[src/rtl/data_out_uart_pkg.sv]
// Shared types and frame constants for the byte-stream UART transmitter.
// No logic and no latency; this package only carries definitions.
package data_out_uart_pkg;

    typedef enum logic [1:0] {
        IDLE  = 2'd0,
        START = 2'd1,
        DATA  = 2'd2,
        STOP  = 2'd3
    } uart_state_t;

    localparam int   DATA_BITS = 8;
    localparam logic START_BIT = 1'b0;
    localparam logic STOP_BIT  = 1'b1;

endpackage

[src/rtl/byte_fifo.sv]
// Byte FIFO with first-word-fall-through head; pointers carry one extra wrap bit.
// Latency: a pushed byte is visible on head_dat_o the cycle after the push edge.
// Backpressure: a push while full is accepted only with a same-edge pop, otherwise dropped and flagged.
module byte_fifo
    import data_out_uart_pkg::*;
#(
    parameter int DEPTH = 8
) (
    input  logic                 clk_i,
    input  logic                 rst_ni,
    input  logic                 push_vld_i,
    input  logic [DATA_BITS-1:0] push_dat_i,
    input  logic                 pop_i,
    output logic [DATA_BITS-1:0] head_dat_o,
    output logic                 empty_o,
    output logic                 full_o,
    output logic                 drop_o
);

    localparam int AW = $clog2(DEPTH);
    localparam logic [AW:0] PTR_ONE = {{AW{1'b0}}, 1'b1};

    logic [AW:0]          wr_ptr_q, wr_ptr_d;
    logic [AW:0]          rd_ptr_q, rd_ptr_d;
    logic [DATA_BITS-1:0] mem_q [DEPTH];
    logic                 do_push;
    logic                 do_pop;

    assign empty_o = (wr_ptr_q == rd_ptr_q);
    assign full_o  = (wr_ptr_q[AW] != rd_ptr_q[AW]) &&
                     (wr_ptr_q[AW-1:0] == rd_ptr_q[AW-1:0]);

    // A pop on the same edge frees the slot a full-FIFO push needs.
    assign do_pop  = pop_i && !empty_o;
    assign do_push = push_vld_i && (!full_o || do_pop);
    assign drop_o  = push_vld_i && !do_push;

    assign head_dat_o = mem_q[rd_ptr_q[AW-1:0]];

    always_comb begin
        wr_ptr_d = wr_ptr_q;
        rd_ptr_d = rd_ptr_q;
        if (do_push) begin
            wr_ptr_d = wr_ptr_q + PTR_ONE;
        end
        if (do_pop) begin
            rd_ptr_d = rd_ptr_q + PTR_ONE;
        end
    end

    always_ff @(posedge clk_i or negedge rst_ni) begin
        if (!rst_ni) begin
            wr_ptr_q <= '0;
            rd_ptr_q <= '0;
        end else begin
            wr_ptr_q <= wr_ptr_d;
            rd_ptr_q <= rd_ptr_d;
        end
    end

    always_ff @(posedge clk_i) begin
        if (do_push) begin
            mem_q[wr_ptr_q[AW-1:0]] <= push_dat_i;
        end
    end

endmodule

[src/rtl/data_out_uart.sv]
// Buffered 8N1 UART transmitter for core output bytes; DATA_OUT_CHANGE_FILTER_EN enqueues on data change instead of we_i.
// Latency: a write into an empty idle buffer starts the start bit two edges later; frames run back-to-back.
// Backpressure: none upstream; bytes written while the buffer is full are dropped and overflow_o sticks high.
module data_out_uart
    import data_out_uart_pkg::*;
#(
    parameter int CLKS_PER_BIT = 16,
    parameter int FIFO_DEPTH   = 8
) (
    input  logic       clk_i,
    input  logic       rst_ni,
    input  logic [7:0] data_i,
    input  logic       we_i,
    output logic       tx_o,
    output logic       busy_o,
    output logic       full_o,
    output logic       overflow_o
);

    localparam logic [15:0] BAUD_LAST = 16'(CLKS_PER_BIT - 1);
    localparam logic [2:0]  LAST_BIT  = 3'(DATA_BITS - 1);

    logic [1:0]           rst_sync_q;
    logic                 rst_int_n;

    uart_state_t          state_q, state_d;
    logic [15:0]          baud_q, baud_d;
    logic [2:0]           bit_idx_q, bit_idx_d;
    logic [DATA_BITS-1:0] shift_q, shift_d;
    logic                 tx_q, tx_d;
    logic                 ovf_q, ovf_d;

    logic                 push_vld;
    logic                 pop;
    logic                 baud_end;
    logic [DATA_BITS-1:0] fifo_head;
    logic                 fifo_empty;
    logic                 fifo_full;
    logic                 fifo_drop;

    // Reset asserts immediately but leaves the core two edges after rst_ni rises.
    always_ff @(posedge clk_i or negedge rst_ni) begin
        if (!rst_ni) begin
            rst_sync_q <= 2'b00;
        end else begin
            rst_sync_q <= {rst_sync_q[0], 1'b1};
        end
    end

    assign rst_int_n = rst_sync_q[1];

`ifdef DATA_OUT_CHANGE_FILTER_EN
    logic [7:0] last_q;
    logic       unused_we;

    assign unused_we = we_i;
    assign push_vld  = (data_i != last_q);

    // Only an accepted byte becomes the new reference, so a dropped change retries.
    always_ff @(posedge clk_i or negedge rst_int_n) begin
        if (!rst_int_n) begin
            last_q <= 8'h00;
        end else if (push_vld && !fifo_drop) begin
            last_q <= data_i;
        end
    end
`else
    assign push_vld = we_i;
`endif

    byte_fifo #(
        .DEPTH (FIFO_DEPTH)
    ) u_fifo (
        .clk_i      (clk_i),
        .rst_ni     (rst_int_n),
        .push_vld_i (push_vld),
        .push_dat_i (data_i),
        .pop_i      (pop),
        .head_dat_o (fifo_head),
        .empty_o    (fifo_empty),
        .full_o     (fifo_full),
        .drop_o     (fifo_drop)
    );

    assign baud_end = (baud_q == BAUD_LAST);

    always_comb begin
        state_d   = state_q;
        baud_d    = baud_q;
        bit_idx_d = bit_idx_q;
        shift_d   = shift_q;
        tx_d      = tx_q;
        pop       = 1'b0;
        unique case (state_q)
            IDLE: begin
                tx_d = STOP_BIT;
                if (!fifo_empty) begin
                    pop     = 1'b1;
                    shift_d = fifo_head;
                    baud_d  = '0;
                    tx_d    = START_BIT;
                    state_d = START;
                end
            end
            START: begin
                if (baud_end) begin
                    baud_d    = '0;
                    bit_idx_d = '0;
                    tx_d      = shift_q[0];
                    state_d   = DATA;
                end else begin
                    baud_d = baud_q + 16'd1;
                end
            end
            DATA: begin
                if (baud_end) begin
                    baud_d = '0;
                    if (bit_idx_q == LAST_BIT) begin
                        tx_d    = STOP_BIT;
                        state_d = STOP;
                    end else begin
                        bit_idx_d = bit_idx_q + 3'd1;
                        shift_d   = shift_q >> 1;
                        tx_d      = shift_q[1];
                    end
                end else begin
                    baud_d = baud_q + 16'd1;
                end
            end
            STOP: begin
                if (baud_end) begin
                    baud_d = '0;
                    // Chain straight into the next start bit when a byte is waiting.
                    if (!fifo_empty) begin
                        pop     = 1'b1;
                        shift_d = fifo_head;
                        tx_d    = START_BIT;
                        state_d = START;
                    end else begin
                        state_d = IDLE;
                    end
                end else begin
                    baud_d = baud_q + 16'd1;
                end
            end
            default: begin
                state_d = IDLE;
                tx_d    = STOP_BIT;
            end
        endcase
    end

    assign ovf_d = ovf_q | fifo_drop;

    always_ff @(posedge clk_i or negedge rst_int_n) begin
        if (!rst_int_n) begin
            state_q   <= IDLE;
            baud_q    <= '0;
            bit_idx_q <= '0;
            shift_q   <= '0;
            tx_q      <= STOP_BIT;
            ovf_q     <= 1'b0;
        end else begin
            state_q   <= state_d;
            baud_q    <= baud_d;
            bit_idx_q <= bit_idx_d;
            shift_q   <= shift_d;
            tx_q      <= tx_d;
            ovf_q     <= ovf_d;
        end
    end

    assign tx_o       = tx_q;
    assign busy_o     = (state_q != IDLE) || !fifo_empty;
    assign full_o     = fifo_full;
    assign overflow_o = ovf_q;

endmodule
[config.mk]
export PLATFORM = sky130hd
export DESIGN_NAME = data_out_uart
export DESIGN_NICKNAME = d
export VERILOG_FILES = /design/src/rtl/data_out_uart_pkg.sv /design/src/rtl/byte_fifo.sv /design/src/rtl/data_out_uart.sv
export SDC_FILE = /design/constraint.sdc
export NUM_CORES = 1
export LEC_CHECK = 0
export CELL_PAD_IN_SITES_DETAIL_PLACEMENT = 2
export CELL_PAD_IN_SITES_GLOBAL_PLACEMENT = 2
export CORE_MARGIN = 5
export CORE_UTILIZATION = 31
export DETAILED_ROUTE_END_ITERATION = 10
export MAX_ROUTING_LAYER = met4
export PLACE_DENSITY_LB_ADDON = 0.15
export RECOVER_POWER = 25
export SLEW_MARGIN = 40
export SYNTH_ARGS = -nofsm -noshare
export SYNTH_HDL_FRONTEND = slang
export SYNTH_SLANG_ARGS = --single-unit
[constraint.sdc]
create_clock -name clk_i -period 3.25 [get_ports clk_i]
set_input_delay 0.325 -clock clk_i [delete_from_list [all_inputs] [get_ports clk_i]]
set_output_delay 0.325 -clock clk_i [all_outputs]
set_load 0.02 [all_outputs]
==> results by group, run 1 <==
Power
  – Power Density: 570 mW/mm^2
  – Lkg Pwr: 1.99 nW
  – Internal: 2.30 mW
  – Share of power burned in registers: 0.537
  – Combinational share of power: 0.119
  – Sw power: 0.850 mW
  – Switching share of power: 0.270
  – Maximum vdd ir drop: 0.000319 V
  – Clock share of power: 0.344

Outcome
  – Failing checks: max-capacitance violations, max-slew violations
  – Status: finished, violations left

Placed design
  – Post-placement setup slack: 0.168 ns
  – Port buffer count: 14
  – Routability cong.: 0.745
  – Post-DP HPWL: 8170 microns

Clocking
  – Max clock buf depth: 2
  – Number of buffers created by CTS: 9
  – H-Tree Level Count: 3
  – Root Buffer: clkbuf_16
  – TritonCTS clock tree: built
  – Clock Sinks: 105
  – Skew-Pair Late Insertion Delay: 0.35 ns
  – Worst-path clk slew: 0.08 ns

Layout
  – Layout cells sized above 1: 0.189
  – Ant diodes: 0
  – Total Nets Final: 382
  – Fillers: 1556
  – Most common cell after layout, fill and taps aside: edfxtp_1
  – Synthesis-to-finish area growth: 16.2%
  – Most frequent cells in the layout: edfxtp_1 (64), dfrtp_1 (40), o21ai_0 (23), buf_4 (19), inv_1 (18)

STA
  – Worst relative slew slack: -0.162
  – Worst-Margin Slew: 1.74 ns
  – Period utilization: 0.948
  – Finish-stage setup viols: 0
  – Fin Clk Skew: 0.00997 ns
  – Fin. Hold Viols: 0
  – Post-route setup slack: 0.170 ns
  – Period minus WS final: 3.08 ns
  – Max-slew violations: 40
  – RSZ-0062 raised after global routing: no
  – WHS: 0.199 ns
  – Fmax: 325 MHz

Global routing
  – Vias in the first global route: 3289
  – Pin count of the biggest net entering global routing: 40
  – Global-route wire length before repair: 19000 microns
  – Initial antenna violation count: 0
  – Tot GR Track Use: 0.143
  – GR Overflow Total: 0

Logic synthesis
  – Post-Syn Area: 0.00475 sq mm
  – Main synth FF type: edfxtp_1
  – EDFF count, synth: 64
  – Avg Cell Area, Syn: 14.3 sq um
  – Seq/Total Area, Yosys: 0.621
  – Mapped Cells: 333
  – Synthesis-stage register bit count: 105
  – Post-synth ARST share: 0.390
  – Yosys top cell area share: 0.405
  – Synth area leaders: edfxtp_1 (40%), dfrtp_1 (21%), mux4_2 (7.6%)
  – Ys Warns: 0
  – Yosys cell types: 54
  – Mapped Nets: 355
  – Post-synth top area cell: edfxtp_1

Worst setup path
  – CP startpoint kind: flop
  – Crit Path Max Fanout: 9
  – Crit end category: flop
  – Req. time, crit path: 3.31 ns
  – Reg2Reg Setup Slack: 0.17 ns
  – Crit path DAT: 3.14 ns
  – Setup CP Type: reg2reg

Floorplanning
  – I/O pin total: 15
  – Die Y-Extent: 134 microns
  – Die width: 134 microns
  – Initial Util: 0.315
  – DIE AREA: 0.0179 sq mm
  – Core Rows: 45
  – Core area: 0.0151 sq mm

Drt
  – Via Count: 2888
  – Vias per cell: 5.22
  – Initial DRC count: 198
  – Final WL: 11400 microns
  – Remaining routing DRC violations: 0
  – 1st-pass router iterations: 4
  – WL per Instance: 20.7 microns
  – DRT antenna net count: 0

Run
  – Max-cap violations: 1

Min path
  – Hold Crit Class: in2async
-- routing by layer --
metal  wire length, microns  GRT usage
met1                   5220      0.179
met2                   5800      0.233
met3                    237     0.0296
met4                    186     0.0503
met5                      0          -
-- state kept, by name (all words and copies together), names as in the netlist --
signal,count
bit_idx_q,3
u_fifo.rd_ptr_q,4
shift_q,8
state_q,2
u_fifo.wr_ptr_q,4
overflow_o,1
tx_o,1
rst_sync_q,2
baud_q,16
u_fifo.mem_q,64
-- through the flow --
step	power [mW]	TNS, ns	cells	area (sq um)	utilization
after CTS	3.21	0	553	5510	0.365
after global routing	3.31	0	553	5520	0.366
after detailed placement	2.11	0	537	5220	0.346
after floorplan	1.90	-5.57	333	4750	-
final	3.15	0	553	5520	0.366
after global placement	2.09	0	537	5220	0.346
-- worst max-delay path, stage by stage (launching register included) --
cell and delay [ns]:
dfrtp_1 0.46, or4_1 0.59, or4_4 0.63, nor4b_4 0.37, o21ai_4 0.17, nor4bb_2 0.35, buf_4 0.22
-- power groups by stage --
stage	clock, mW	sequential, mW	combinational (mW)
finish	1.08	1.69	0.376
CTS	1.13	1.70	0.384
detailed placement	0	1.73	0.381
global placement	0	1.72	0.373
global route	1.19	1.71	0.408
floorplan	0	1.65	0.257
-- worst paths after layout --
path                                         start                              to  cells past startpoint
setup / recovery            baud_q[10]$_DFFE_PN0P_    u_fifo.mem_q[6][6]$_DFFE_PP_                      6
hold / removal                              rst_ni         rst_sync_q[1]$_DFF_PN0_                      1
setup reg to reg            baud_q[10]$_DFFE_PN0P_    u_fifo.mem_q[6][6]$_DFFE_PP_                      6
hold reg to reg            rst_sync_q[0]$_DFF_PN0_         rst_sync_q[1]$_DFF_PN0_                      0
max in group asynchronous  rst_sync_q[1]$_DFF_PN0_  u_fifo.rd_ptr_q[3]$_DFFE_PN0P_                      0
min in group clk_i         rst_sync_q[0]$_DFF_PN0_         rst_sync_q[1]$_DFF_PN0_                      0
-- what timing repair did --
action / 4_1_cts / 5_1_grt
endpoints found under the setup margin: 0 / 10
resized for setup: 0 / 1
hold buffers: 0 / 0
buffers inserted: 0 / 0
endpoints found under the hold margin: 0 / 0
-- layout make-up --
class                   instances  area (sq um)  share of cell area
well taps                     188           235              0.0426
clock inverters                 6          57.6              0.0104
clock buffers                  10           229              0.0415
inverters                      18          67.6              0.0122
multi-input cells             193          1700               0.308
repair buffers                 33           283              0.0512
flip-flops and latches        105          2950               0.534
-- cells by family after synthesis --
| group | count (synthesis) | share of synthesized area |
|---|---|---|
| AO/OA/AOI/OAI | 68 | 0.0985 |
| XOR/XNOR | 10 | 0.0184 |
| adder cells (fa/ha/maj) | 11 | 0.0290 |
| buffers and inverters | 35 | 0.0340 |
| flip-flops | 105 | 0.621 |
| multiplexers | 28 | 0.103 |
| other | 1 | 0.000789 |
| AND/OR/NAND/NOR | 75 | 0.0956 |
-- cells in the mapped netlist (all sizes together), types with 2 or more instances --
cell	instances
a21o	2
a21oi	6
a222oi	7
a22o	3
a31oi	6
a41oi	2
and2	3
and3	2
buf	6
clkbuf	10
dfrtp	40
edfxtp	64
ha	11
inv	18
mux2	4
mux2i	8
mux4	16
nand2	17
nand2b	2
nand3	9
nor2	11
nor2b	3
nor3	5
nor4	6
nor4b	6
nor4bb	2
o21ai	24
o31ai	10
o41ai	2
or4	5
xnor2	4
xor2	6
No activity file was read; power rests on OpenSTA's default activity.
==> run 2, diff against run 1 <==
SKIP_CTS_REPAIR_TIMING = 1   (was default)
==> results of run 2 <==
The final DEF is identical to that of run 1; final timing and power are the same.
